==> config.mk <==
export PLATFORM = sky130hd
export DESIGN_NAME = fetch_ctrl_flat
export DESIGN_NICKNAME = d
export VERILOG_FILES = /design/src/rtl/fetch_ctrl_pkg.sv /design/src/rtl/fetch_ctrl_if.sv /design/src/rtl/fetch_skid_buf.sv /design/src/rtl/fetch_ctrl.sv /design/src/flat_wrapper.sv
export SDC_FILE = /design/constraint.sdc
export NUM_CORES = 1
export LEC_CHECK = 0
export CELL_PAD_IN_SITES_DETAIL_PLACEMENT = 1
export CELL_PAD_IN_SITES_GLOBAL_PLACEMENT = 1
export CORE_ASPECT_RATIO = 0.5
export CORE_MARGIN = 2
export CORE_UTILIZATION = 40
export DETAILED_ROUTE_END_ITERATION = 7
export PLACE_DENSITY_LB_ADDON = 0.05
export SLEW_MARGIN = 20
export SYNTH_ARGS = -nofsm -noshare
export SYNTH_HDL_FRONTEND = slang
export SYNTH_SLANG_ARGS = --single-unit
==> constraint.sdc <==
create_clock -name clk -period 7.4 [get_ports clk]
set_input_delay 1.48 -clock clk [delete_from_list [all_inputs] [get_ports clk]]
set_output_delay 1.48 -clock clk [all_outputs]
set_load 0.05 [all_outputs]
==> src/rtl/fetch_ctrl_pkg.sv <==
// Shared types and constants for the instruction fetch controller.
// Struct fields are FETCH_XLEN wide; fetch_ctrl's XLEN parameter must match FETCH_XLEN.
package fetch_pkg;

    localparam int FETCH_XLEN = 32;

    localparam logic [FETCH_XLEN-1:0] PC_INC = FETCH_XLEN'(4);

    typedef enum logic [1:0] {
        IDLE  = 2'd0,
        FETCH = 2'd1,
        STALL = 2'd2,
        DROP  = 2'd3
    } fetch_state_e;

    typedef struct packed {
        logic [FETCH_XLEN-1:0] instr;
        logic [FETCH_XLEN-1:0] pc;
    } fetch_out_t;

endpackage

==> src/rtl/fetch_ctrl_if.sv <==
// Instruction memory req/ack bus between the fetch controller and instruction memory.
// master: fetch side (drives req/addr); slave: memory side (drives ack/rdata).
interface fetch_ctrl_if
    import fetch_pkg::*;
#(
    parameter int XLEN = FETCH_XLEN
);

    logic            imem_req;
    logic [XLEN-1:0] imem_addr;
    logic            imem_ack;
    logic [XLEN-1:0] imem_rdata;

    modport master (
        output imem_req,
        output imem_addr,
        input  imem_ack,
        input  imem_rdata
    );

    modport slave (
        input  imem_req,
        input  imem_addr,
        output imem_ack,
        output imem_rdata
    );

endinterface

==> src/rtl/fetch_skid_buf.sv <==
// One-entry buffer holding a fetched word that arrived while decode was stalled.
// Flush wins over load, load wins over unload.
module fetch_skid_buf
    import fetch_pkg::*;
(
    input  logic       clk,
    input  logic       rst,
    input  logic       load,
    input  logic       unload,
    input  logic       flush,
    input  fetch_out_t din,
    output logic       valid,
    output fetch_out_t dout
);

    logic       valid_q;
    fetch_out_t data_q;

    // Capture a word on load, release it on unload, drop it on flush
    always_ff @(posedge clk or posedge rst) begin
        if (rst) begin
            valid_q <= 1'b0;
            data_q  <= '0;
        end else if (flush) begin
            valid_q <= 1'b0;
        end else if (load) begin
            valid_q <= 1'b1;
            data_q  <= din;
        end else if (unload) begin
            valid_q <= 1'b0;
        end
    end

    assign valid = valid_q;
    assign dout  = data_q;

endmodule

==> src/rtl/fetch_ctrl.sv <==
// Instruction fetch controller: owns the PC, issues single-outstanding reads to
// instruction memory, and presents instruction/PC to decode with valid/hazard flow control.
// Optional build macro FETCH_CTRL_PERF_EN adds fetch and stall performance counters.
module fetch_ctrl
    import fetch_pkg::*;
#(
    parameter int              XLEN     = FETCH_XLEN,
    parameter logic [XLEN-1:0] RESET_PC = '0
)
(
    input  logic              clk,
    input  logic              rst,
    input  logic              hazard,
    input  logic              redirect,
    input  logic [XLEN-1:0]   redirect_pc,
    fetch_ctrl_if.master      imem,
    output logic              if_valid,
    output logic [XLEN-1:0]   if_instr,
    output logic [XLEN-1:0]   if_pc,
    output logic [XLEN-1:0]   if_pc4
`ifdef FETCH_CTRL_PERF_EN
    ,
    output logic [31:0]       perf_fetch_cnt,
    output logic [31:0]       perf_stall_cnt
`endif
);

    fetch_state_e    state_q;
    fetch_state_e    state_d;
    logic [XLEN-1:0] pc_q;
    logic [XLEN-1:0] drop_addr_q;
    logic            out_valid_q;
    fetch_out_t      out_q;
    fetch_out_t      fetch_word;
    fetch_out_t      skid_dout;
    logic            skid_valid;

    logic            ack;
    logic            consume;
    logic            out_free;
    logic            fetch_hit;
    logic            load_out;
    logic            load_skid;
    logic            unload_skid;

    assign ack        = imem.imem_ack;
    assign consume    = out_valid_q && !hazard;
    assign out_free   = !out_valid_q || !hazard;
    assign fetch_word = '{instr: imem.imem_rdata, pc: pc_q};

    // State register
    always_ff @(posedge clk or posedge rst) begin
        if (rst) begin
            state_q <= IDLE;
        end else begin
            state_q <= state_d;
        end
    end

    // Next-state logic; a redirect overrides any stall decision
    always_comb begin
        state_d = state_q;
        case (state_q)
            IDLE: begin
                state_d = FETCH;
            end
            FETCH: begin
                if (redirect) begin
                    state_d = ack ? FETCH : DROP;
                end else if (ack && !out_free) begin
                    state_d = STALL;
                end
            end
            STALL: begin
                if (redirect || !hazard) begin
                    state_d = FETCH;
                end
            end
            DROP: begin
                if (ack) begin
                    state_d = FETCH;
                end
            end
            default: begin
                state_d = IDLE;
            end
        endcase
    end

    // Memory request outputs and datapath strobes; DROP keeps the abandoned address on the bus
    always_comb begin
        imem.imem_req  = (state_q == FETCH) || (state_q == DROP);
        imem.imem_addr = (state_q == DROP) ? drop_addr_q : pc_q;
        fetch_hit      = (state_q == FETCH) && ack && !redirect;
        load_out       = fetch_hit && out_free;
        load_skid      = fetch_hit && !out_free;
        unload_skid    = (state_q == STALL) && !hazard && !redirect && skid_valid;
    end

    // PC advances on each accepted word and jumps on redirect; remember the in-flight address when a redirect orphans it
    always_ff @(posedge clk or posedge rst) begin
        if (rst) begin
            pc_q        <= RESET_PC;
            drop_addr_q <= RESET_PC;
        end else begin
            if (redirect) begin
                pc_q <= redirect_pc;
            end else if (fetch_hit) begin
                pc_q <= pc_q + PC_INC;
            end
            if ((state_q == FETCH) && redirect && !ack) begin
                drop_addr_q <= pc_q;
            end
        end
    end

    // Decode-facing output register: flush on redirect, refill from memory or skid, empty when consumed
    always_ff @(posedge clk or posedge rst) begin
        if (rst) begin
            out_valid_q <= 1'b0;
            out_q       <= '0;
        end else if (redirect) begin
            out_valid_q <= 1'b0;
        end else if (load_out) begin
            out_valid_q <= 1'b1;
            out_q       <= fetch_word;
        end else if (unload_skid) begin
            out_valid_q <= 1'b1;
            out_q       <= skid_dout;
        end else if (consume) begin
            out_valid_q <= 1'b0;
        end
    end

    fetch_skid_buf u_skid (
        .clk    (clk),
        .rst    (rst),
        .load   (load_skid),
        .unload (unload_skid),
        .flush  (redirect),
        .din    (fetch_word),
        .valid  (skid_valid),
        .dout   (skid_dout)
    );

    assign if_valid = out_valid_q;
    assign if_instr = out_q.instr;
    assign if_pc    = out_q.pc;
    assign if_pc4   = out_q.pc + PC_INC;

`ifdef FETCH_CTRL_PERF_EN
    // Count consumed instructions and cycles where a valid output is held by hazard
    always_ff @(posedge clk or posedge rst) begin
        if (rst) begin
            perf_fetch_cnt <= '0;
            perf_stall_cnt <= '0;
        end else begin
            if (consume) begin
                perf_fetch_cnt <= perf_fetch_cnt + 32'd1;
            end
            if (out_valid_q && hazard) begin
                perf_stall_cnt <= perf_stall_cnt + 32'd1;
            end
        end
    end
`endif

endmodule

==> src/flat_wrapper.sv <==
// flat-port wrapper written by rule: the top's interface ports become plain ports
module fetch_ctrl_flat import fetch_pkg::*;
#(
    parameter int              XLEN     = FETCH_XLEN,
    parameter logic [XLEN-1:0] RESET_PC = '0
)
  (clk, rst, hazard, redirect, redirect_pc, if_valid, if_instr, if_pc, if_pc4, imem_imem_req, imem_imem_addr, imem_imem_ack, imem_imem_rdata);
  fetch_ctrl_if #(.XLEN(XLEN)) imem_i ();
  input  logic clk;
  input  logic rst;
  input  logic hazard;
  input  logic redirect;
  input  logic [XLEN-1:0] redirect_pc;
  output logic if_valid;
  output logic [XLEN-1:0] if_instr;
  output logic [XLEN-1:0] if_pc;
  output logic [XLEN-1:0] if_pc4;
  output wire logic [$bits(imem_i.imem_req)-1:0] imem_imem_req;
  output wire logic [$bits(imem_i.imem_addr)-1:0] imem_imem_addr;
  input wire logic [$bits(imem_i.imem_ack)-1:0] imem_imem_ack;
  input wire logic [$bits(imem_i.imem_rdata)-1:0] imem_imem_rdata;
  assign imem_imem_req = imem_i.imem_req;
  assign imem_imem_addr = imem_i.imem_addr;
  assign imem_i.imem_ack = imem_imem_ack;
  assign imem_i.imem_rdata = imem_imem_rdata;
  fetch_ctrl #(.XLEN(XLEN), .RESET_PC(RESET_PC)) u_core (.clk(clk), .rst(rst), .hazard(hazard), .redirect(redirect), .redirect_pc(redirect_pc), .imem(imem_i), .if_valid(if_valid), .if_instr(if_instr), .if_pc(if_pc), .if_pc4(if_pc4));
endmodule
==> metrics.cfg <==
[route]
via_per_inst = 5.39
ant_nets = 0
drt_iter0_markers = 366
drcViolationCount = 0
vias = 7169
wl_um = 25400
firstDrtPassIters = 5
wl_per_cell_um = 19.1

[setup_path]
setup.worst_path.end_class = output port
critPathKind = reg -> out
critPathMaxFanout = 9
startpoint_type = flop
worstPathRequired_ns = 5.92
critPathMaxStageDelay_ns = 0.95
path_cells = nand4_1 > nor4_2 > nand2_1 > xnor2_1 > clkdlybuf4s50_1
cp.buffers_inverters = 1
path_delay_family = simple AND/OR/NAND/NOR gates
arrival_ns = 3.40
cpMaxStageDelayCell = nor4_2

[timing]
slew-limit-headroom_pct = 32.3
fin_skew_ns = 0.00943
rsz0062_at_grt = false
tightest_slew_ns = 1.01
maxSlewViolCount = 0
setup_viol = 0
fmax_ghz = 0.205
final_hold_viol_count = 0
fin_setup_tns_ns = 0
finalCritPeriodShare_pct = 66.0
min_period_ns = 4.88

[global_route]
grt_overflow_total = 0
grt_max_degree = 134
grt_use_total_pct = 21.7
grt_pass1_vias = 7589
antenna_found_initial = 0
grt_pass1_wl_um = 41400

[floorplan]
die_area_mm2 = 0.0246
core_mm2 = 0.0228
rows = 39
ios = 199
die_w_um = 220
die_h_um = 112
initial_core_util_pct = 40.7

[clock_network]
cts_tree = built
htree_levels = 4
clk_pin_slew_ns = 0.06
cts_resized = 0
cts_setup_buffers = 0
cts-root-buf = clkbuf_16
clk_path_buf_depth = 2
cts_num_sinks = 196
cts-buffers-inserted = 17
clock_latency_ns = 0.45
holdBufCountCts = 0

[logic_synthesis]
synth_seq_area_share_pct = 52.7
yosysWarnings = 0
synth_fp_nets = 927
postSynthCellCount = 856
synth.distinct_cells = 49
syn_area_per_cell_um2 = 10.9
ys.flop_type = dfrtp_1
synthArstFlopShare_pct = 100
netlist_area_mm2 = 0.00930
ys_ff_latch = 196
synth_edf_count = 0

[final_layout]
area_growth_pct = 29.5
seq_area_mm2 = 0.00490
drive_gt1_share_pct = 17.4
multi_input_area_mm2 = 0.00406
finish.utilization_pct = 52.7
n_antenna_cell = 0
final_net_count = 1083
fillers = 2463

[pwr]
leakage_nw = 5.12
ir_worst_vdd_v = 0.000151
power-per-cell-area_mw_per_mm2 = 307

[place]
io_buffers = 198
gp_congestion = 0.775
place_hpwl_um = 17000

[hold_path]
hp-class = reg -> reg

[run]
max_cap_viol_count = 0

[outcome]
status = finished clean

## stage by stage
stage	hold WS [ns]	cell area, um^2	instances	power (mW)	setup WS [ns]
after floorplan	0.458	9300	856	2.33	0.579
after global routing	0.500	12000	1329	3.88	2.35
after detailed placement	0.466	11500	1300	2.78	2.97
final	0.474	12000	1329	3.70	2.52
after CTS	0.479	12000	1329	3.74	2.48
after global placement	0.459	11500	1300	2.75	3.15
## where the power goes
group / switching (mW) / leakage, nW / internal (mW) / total, mW
Clock: 0.393 / 0.286 / 0.552 / 0.946
Sequential: 0.196 / 2.42 / 1.29 / 1.49
Combinational: 0.781 / 2.41 / 0.481 / 1.26
## cells in the mapped netlist (4+ instances only)
master      n  area (um^2)
o31ai_1    10         75.1
nand4_1    23          144
dfrtp_1   196         4900
a31oi_1    11         68.8
and3_1      9         56.3
nor3_1      6         30.0
nor4_1      5         31.3
xnor2_1    28          245
or4_1      15          113
mux2_2    130         1460
nor2_1     23         86.3
nand2_1   164          616
inv_1      11         41.3
a21oi_1     4         20.0
o21ai_0    14         70.1
buf_2      17         85.1
clkbuf_1   39          146
nand3_1    24          120
a22oi_1    65          488
xor2_1     11         96.3
and2_1      4         25.0
buf_1      10         37.5
## registers in the layout, indices dropped and copies added, names as in the netlist
signal	cells
u_core.state_q	2
u_core.drop_addr_q	32
u_core.u_skid.valid	1
u_core.if_valid	1
u_core.if_instr	32
u_core.u_skid.dout	64
u_core.pc_q	32
u_core.if_pc	32
## cell type report
type                            instances  area share, %
Timing Repair Buffer                  208           17.1
Tap cell                              307           3.19
Clock buffer                           24           4.00
Inverter                               11          0.405
Sequential cell                       196           40.7
Multi-Input combinational cell        578           33.7
Clock inverter                          5          0.831
## worst reg2reg max path: stages, from the launching register on
cell	delay, ns
dfrtp_1	0.55
and4_1	0.35
nand4_1	0.76
or4_1	0.80
a31oi_1	0.20
## logic make-up after synthesis
family                   share of synthesized area, %
flip-flops                                       52.7
adder cells (fa/ha/maj)                         0.269
AND/OR/NAND/NOR                                  14.8
AO/OA/AOI/OAI                                    8.88
XOR/XNOR                                         3.67
multiplexers                                     15.9
buffers and inverters                            3.75
## cells in the final DEF (no fill, tap or decap), drive strengths merged, types with 2 or more instances in the layout
master         synthesis  final
a21oi                  4      4
a221o                  2      2
a22oi                 65     65
a31oi                 11     11
and2                   4      4
and3                   9      9
and4                   3      3
buf                   31     10
bufinv                 0      3
clkbuf                40     24
clkdlybuf4s50          0    198
clkinv                 0      2
dfrtp                196    196
ha                     2      2
inv                   11     11
mux2                 130    130
nand2                164    164
nand3                 25     25
nand3b                 2      2
nand4                 23     23
nor2                  23     23
nor3                   6      6
nor4                   6      6
o211ai                 3      3
o21ai                 14     14
o31ai                 10     10
or3                    3      3
or4                   16     16
xnor2                 28     28
xor2                  11     11
## routing by layer
layer	GRT usage [%]	routed length, um	up-vias	part of all wire, %
met3	4.75	1090	22	4.3
met4	6.58	340	0	1.3
met2	36.7	12800	128	50
met5	0	0	-	0
li1	-	-	3326	-
met1	27.9	11100	3693	44
## final timing paths
| path | startpoint | to | slack, ns | depth (start not counted) |
|---|---|---|---|---|
| hold / removal | u_core.if_instr[6] | u_core.if_instr[6] | 0.47 | 2 |
| hold reg to reg | u_core.if_instr[6] | u_core.if_instr[6] | 0.47 | 2 |
| setup reg to reg | u_core.pc_q[8] | u_core.pc_q[23] | 4.65 | 4 |
| max in group asynchronous | rst | u_core.u_skid.dout[45] | 4.40 | 3 |
| setup / recovery | u_core.if_pc[4] | if_pc4[25] | 2.52 | 5 |
| min in group asynchronous | rst | u_core.pc_q[0] | 1.61 | 2 |
(Power assumes the default switching activity.)
